<file path="src/rtl/card_shoe.sv">
// card_shoe: multi-deck rank source dealing without replacement.
// A free-running rank counter seeds each search; shuffle refills the shoe.
module card_shoe #(
    parameter int NUM_DECKS = 1,
    parameter int RANKS     = 13,
    parameter int SUITS     = 4
) (
    input  logic clock,
    input  logic resetb,
    input  logic shuffle,
    input  logic deal_req,
    output logic busy,
    output logic card_valid,
    output logic [3:0] card,
    output logic no_card,
    output logic shoe_empty,
    output logic [$clog2(RANKS*SUITS*NUM_DECKS+1)-1:0] cards_left
);

    localparam int TOTAL = RANKS * SUITS * NUM_DECKS;
    localparam int PER   = SUITS * NUM_DECKS;
    localparam int CW    = $clog2(TOTAL + 1);
    localparam int KW    = $clog2(PER + 1);

    localparam logic [3:0]    RMAX      = 4'(RANKS);
    localparam logic [CW-1:0] FULL_LEFT = CW'(TOTAL);
    localparam logic [KW-1:0] FULL_CNT  = KW'(PER);

    typedef enum logic {
        IDLE,
        SEARCH
    } state_t;

    state_t state;
    state_t state_n;

    logic [3:0] rank_ctr;
    logic [3:0] ptr;
    logic [3:0] ptr_n;
    logic [3:0] card_n;
    logic       valid_n;
    logic       nocard_n;
    logic       refill;
    logic       take;

    // Slots 0 and above RANKS stay zero so a 4-bit index is always legal
    logic [15:0][KW-1:0] cnt;

    function automatic logic [3:0] next_rank(input logic [3:0] r);
        return (r == RMAX) ? 4'd1 : r + 4'd1;
    endfunction

    assign busy       = (state == SEARCH);
    assign shoe_empty = (cards_left == '0);

    always_comb begin
        state_n  = state;
        ptr_n    = ptr;
        card_n   = card;
        valid_n  = 1'b0;
        nocard_n = 1'b0;
        refill   = 1'b0;
        take     = 1'b0;
        unique case (state)
            IDLE: begin
                if (shuffle) begin
                    refill = 1'b1;
                end else if (deal_req && shoe_empty) begin
                    nocard_n = 1'b1;
                end else if (deal_req) begin
                    ptr_n   = rank_ctr;
                    state_n = SEARCH;
                end
            end
            SEARCH: begin
                if (shuffle) begin
                    refill  = 1'b1;
                    state_n = IDLE;
                end else if (cnt[ptr] != '0) begin
                    take    = 1'b1;
                    card_n  = ptr;
                    valid_n = 1'b1;
                    state_n = IDLE;
                end else begin
                    ptr_n = next_rank(ptr);
                end
            end
            default: state_n = IDLE;
        endcase
    end

    always_ff @(posedge clock) begin
        if (!resetb) begin
            state      <= IDLE;
            rank_ctr   <= 4'd1;
            ptr        <= 4'd1;
            card       <= 4'd0;
            card_valid <= 1'b0;
            no_card    <= 1'b0;
            cards_left <= FULL_LEFT;
            for (int i = 0; i < 16; i++) begin
                cnt[i[3:0]] <= (i >= 1 && i <= RANKS) ? FULL_CNT : '0;
            end
        end else begin
            state      <= state_n;
            rank_ctr   <= next_rank(rank_ctr);
            ptr        <= ptr_n;
            card       <= card_n;
            card_valid <= valid_n;
            no_card    <= nocard_n;
            if (refill) begin
                cards_left <= FULL_LEFT;
                for (int i = 0; i < 16; i++) begin
                    cnt[i[3:0]] <= (i >= 1 && i <= RANKS) ? FULL_CNT : '0;
                end
            end else if (take) begin
                cnt[ptr]   <= cnt[ptr] - KW'(1);
                cards_left <= cards_left - CW'(1);
            end
        end
    end

endmodule

</file>
<file path="config.mk">
export PLATFORM = sky130hd
export DESIGN_NAME = card_shoe
export DESIGN_NICKNAME = d
export VERILOG_FILES = /design/src/rtl/card_shoe.sv
export SDC_FILE = /design/constraint.sdc
export NUM_CORES = 1
export LEC_CHECK = 0
export BUFFER_PORTS_ARGS = -buffer_cell sky130_fd_sc_hd__buf_4
export CORE_ASPECT_RATIO = 1.1
export CORE_MARGIN = 1.5
export CORE_UTILIZATION = 30
export DETAILED_ROUTE_END_ITERATION = 7
export HOLD_SLACK_MARGIN = 0.05
export PLACE_DENSITY_LB_ADDON = 0.12
export RECOVER_POWER = 100
export SLEW_MARGIN = 0
export SYNTH_ARGS = -nofsm -noshare
export SYNTH_HDL_FRONTEND = slang
export SYNTH_SLANG_ARGS = --single-unit
</file>
<file path="constraint.sdc">
create_clock -name clock -period 3.7 [get_ports clock]
set_input_delay 0.37 -clock clock [delete_from_list [all_inputs] [get_ports clock]]
set_output_delay 0.37 -clock clock [all_outputs]
set_load 0.01 [all_outputs]
</file>
[Word-level counts from Yosys, hierarchy flattened]
Index checks and enable logic that the tools add are counted.
Word-level totals
  input port bits: 4
  output and inout port bits: 14
  word-level logic and storage cells: 71
  register bits after elaboration: 69
Operators by class
  bitwise operators: 3
  reduce and logical (&&, ||, !) cells: 9
  $add $sub $neg: 4
  muxes and demuxes: 23
  $lt $le $gt $ge: 2
  eq/ne operators: 7
Operator list (count)
  48-bit bitwise mux: 1
  4-bit two-way mux: 6
  3-bit binary-select mux with 4-bit select: 1
  3-bit demux with 4-bit select: 1
  1-bit two-way mux: 10
  2-bit != test, second input constant: 5
  4-bit by 1-bit adder with 4-bit output, second input constant: 2
  4-bit == test, second input constant: 2
  4-bit one-hot mux with 2 select lines: 1
  6-bit logical NOT: 1
  3-bit two-way mux: 2
  6-bit by 1-bit subtractor with 6-bit output, second input constant: 1
  4-bit by 5-bit < comparator with 1-bit output, second input constant: 1
  5-bit AND reduction: 1
  4-bit by 1-bit >= comparator with 1-bit output, second input constant: 1
  2-bit OR reduction: 2
  1-bit NOT: 3
  3-bit AND reduction: 1
  3-bit nonzero test: 1
  3-bit OR reduction: 1
  3-bit by 1-bit subtractor with 3-bit output, second input constant: 1
  1-bit logical AND: 2
  1-bit one-hot mux with 2 select lines: 1

[Depth between registers and ports, before layout]
  depth after elaboration: 6
  gate-level depth with buffers: 12
  gate-level depth less buffers: 10

[Worst setup path after synthesis]
OpenSTA, ideal clock, no wires.
  kind: reg2reg
  start: register ptr[0]
  end: register ptr[2]
  clock period less this slack: 2.911 ns
  data arrival time: 2.845 ns
  required time: 3.634 ns
  cell stages (with the launch flop): 11
  slack: 0.789 ns
  buffers on the path: 1
  setup time: 0.066 ns
  cell sequence: dfxtp_1 buf_6 mux4_2 a22o_1 a221oi_2 ha_1 ha_1 and2b_2 a2111o_1 a211o_1 a21boi_2
Between the ends
  longest elaborated chain between the ends: 5
  elaborated cells between the ends (all ways): 11
  classes of those cells: 1 x add/sub; 2 x eq/ne; 6 x mux; 2 x reduce/logical
RTL lines
  start: declaration: RTL line 38  | logic [3:0] ptr;
  start signal: assignment: RTL line 107  | ptr <= ptr_n;
  3-bit binary-select mux with 4-bit select, or another cell as far along: RTL line 79  | end else if (cnt[ptr] != '0) begin
  3-bit two-way mux (not written as such) / 4-bit two-way mux (equally long branches): RTL line 79, 50
  3-bit nonzero test / 4-bit two-way mux (equally long branches): RTL line 79
  2-bit != test (no source line) / 4-bit two-way mux (equally long branches)
  5-bit AND reduction (no source line) / 4-bit one-hot mux with 2 select lines (equally long branches)
Several ways; a longest one is shown, not always the timed one. The select of a mux whose other input is x is not followed.
A chain may end at the register's enable or synchronous reset.

[Worst setup path in the final report]
  start: register ptr[3]
  end: register ptr[2]
Between the ends
  longest elaborated chain between the ends: 5
  elaborated cells between the ends (all ways): 10
  classes of those cells: 2 x eq/ne; 6 x mux; 2 x reduce/logical
RTL lines (RTL line)
  3-bit binary-select mux with 4-bit select / 4-bit == test (equally long branches): 79, 50
  3-bit two-way mux (not written as such) / 4-bit two-way mux (equally long branches): 79, 50
  3-bit nonzero test / 4-bit two-way mux (equally long branches): 79
  2-bit != test (no source line) / 4-bit two-way mux (equally long branches)
  5-bit AND reduction (no source line) / 4-bit one-hot mux with 2 select lines (equally long branches)
Several ways; a longest one is shown, not always the timed one. The select of a mux whose other input is x is not followed.

==> reports/qor.yml <==
leakagePower_nw: 1.36
antenna_found_initial: 0
synth_top_family_by_area: "simple AND/OR/NAND/NOR gates"
synthSimpleGateAreaFrac: 0.197
fin_nets: 365
clock_skew_ns: 0.00538
synth_seq_cells: 69
drt_iter0_drc: 85
io_buffers: 17
synth_compound_area_frac: 0.181
setup-tns-final_ns: 0
outcome: "finished, final reports clean"
ys_warn_count: 0
min_period_ns: 3.31
cts_buffers: 9
hold_viol: 0
via_per_inst: 4.94
drive_gt1_frac: 0.144
p_int_w: 0.00138
crit_buf_inv: 0
wl_per_cell_um: 15.8
ios: 18
switchingPower_w: 0.000429
synth_edf_count: 0
p_per_area_nw_per_um2: 490
dieArea_um2: 11400
power_frac_clock: 0.493
grt_pass1_vias: 2432
gr-usage-all-layers: 0.153
syn_area_per_cell_um2: 9.55
final_cell_mix: "dfxtp_1, nand2_1, nor2_1, nand3_1, o21ai_0"
syn_inst: 338
core-area_um2: 10400
area_growth_pct: 14.3
yosysUniqueCellTypes: 46
cts_tree: "yes"
yosysSeqAreaShare: 0.428
synth_async_sr_flop_share: 0
wl_met3_um: 190
insertion_delay_ns: 0.34
num_rows: 39
clkSinkCount: 69
fp.dieH_um: 112
p_comb_frac: 0.081
drv_slew: 0
cp_slowest_cell: "dfxtp_1"
syn-num-nets: 348
crit_chain: "mux4_2, mux2_1, a21oi_1, ha_1, ha_1, and2b_1, a2111o_1, a211o_1, a21boi_2"
fmax_mhz: 302
p_seq_frac: 0.426
worst_hold_slack_ns: 0.272
place_congestion: 0.728
fin_util: 0.353
netlist_area_um2: 3230
slew_headroom: 0.298
top_layer_used: "met4"
wl_met2_um: 3820
hp-class: "primary input to flop"
switching_share: 0.237
rsz0062_at_grt: "no"
synthAdderAreaFrac: 0.0233
num_antenna_cells: 0
crit_type: "flop to flop"
cts-root-buf: "clkbuf_16"
grt_max_degree: 25
wirelength_um: 7940
max_stage_delay_ns: 0.73
synth_ff_type: "dfxtp_1"
final_common_cell: "dfxtp_1"
power_w: 0.00181
setup_viol: 0
synth_xor_xnor_area_share: 0.00814
clk_pin_slew_ns: 0.05
worstPathArrival_ns: 3.59
worstMarginPinSlew_ns: 1.05
htreeDepth: 3
period_share: 0.895
worstSetupStartpointType: "flop"
num_vias: 2486
postRouteAntennaNets: 0
post-dp-hpwl_um: 5650
dr.pass1.iters: 4
synth.area.mux_share: 0.111
cp.required_ns: 3.98
start_util: 0.309
grt_pass1_wl_um: 13200
cts-resized-gates: 0
grt_overflow: 0
clock_path_buffers: 2
ir_drop_mv: 0.151
cts_hold_buf: 0
critPathCaptureType: "flop"
met1Wirelength_um: 3730
path_delay_family: "compound AO/OA/AOI/OAI gates"
die_w_um: 102
critPathMaxFanout: 16
drv_cap: 0
postCtsSetupBuffers: 0
crit_path_frequent_cell: "ha_1"
remaining_drc_errors: 0
[power by group through the flow]
| stage | Combinational, W | Sequential (W) | Clock [W] |
|---|---|---|---|
| floorplan | 0.000117 | 0.000777 | 0 |
| global placement | 0.000156 | 0.000786 | 0 |
| detailed placement | 0.000156 | 0.000786 | 0 |
| CTS | 0.000157 | 0.000770 | 0.000914 |
| global route | 0.000162 | 0.000772 | 0.000948 |
| finish | 0.000147 | 0.000770 | 0.000891 |
[cell families (layout without fill, tap and decap cells)]
family                     Yosys count  count (layout)
AOI/OAI and AO/OA                   85              85
xor gates and xnor gates             3               3
adders and majority gates            6               6
buffers and inverters               31              53
DFF                                 69              69
muxes                               23              23
and+or+nand+nor                    121             121
[per-stage QoR]
stage                     cells  setup WS (ns)  instance area (µm²)
after global routing        503          0.164                 3690
after CTS                   503          0.443                 3800
after floorplan             338          0.789                 3230
after detailed placement    487          0.457                 3490
after global placement      487          0.462                 3490
final                       503          0.389                 3690
[worst register-to-register path: stages, from the launching register on]
cell      delay (ns)
dfxtp_1         0.73
mux4_2          0.40
mux2_1          0.45
a21oi_1         0.21
ha_1            0.17
ha_1            0.19
and2b_1         0.24
a2111o_1        0.46
a211o_1         0.28
a21boi_2        0.13
[cell usage after synthesis, types with 5 or more instances]
cell      count  area share
nand2_1      35       0.041
mux4_2       10       0.070
dfxtp_1      69        0.43
mux2i_1      10       0.031
nor2_1       27       0.031
o21ai_0      21       0.033
nor2b_1       5      0.0097
a211oi_1     16       0.037
nand3_1      26       0.040
buf_2         5      0.0078
inv_1         8      0.0093
clkbuf_1      9       0.010
a21oi_1      13       0.020
nor3_4        5       0.025
o211ai_1     16       0.037
ha_1          6       0.023
[sequential cells by signal, indices dropped and copies added, names as in the netlist]
name	cells
rank_ctr	4
cnt	48
card	4
busy	1
ptr	4
no_card	1
cards_left	6
card_valid	1
[path summary, 6_finish.rpt]
kind / startpoint / cells after the start / slack (ns) / end
hold / removal: deal_req / 3 / 0.27 / no_card
setup / recovery: ptr[3] / 9 / 0.39 / ptr[2]
setup reg to reg: ptr[3] / 9 / 0.39 / ptr[2]
hold reg to reg: cnt[0] / 2 / 0.46 / cnt[0]
[area by class of cell]
| class | count | area [µm²] |
|---|---|---|
| Clock buffer | 12 | 267 |
| Clock inverter | 4 | 45.0 |
| Fill cell | 1141 | 6750 |
| Inverter | 8 | 30.0 |
| Multi-Input combinational cell | 238 | 1630 |
| Sequential cell | 69 | 1380 |
| Tap cell | 143 | 179 |
| Timing Repair Buffer | 29 | 161 |
[layer usage]
layer,up-vias,track usage
met2,36,0.244
met3,11,0.0251
met5,-,0
met4,0,0.0849
met1,1170,0.197
li1,1269,-
Power figures use the tool's default switching activity.
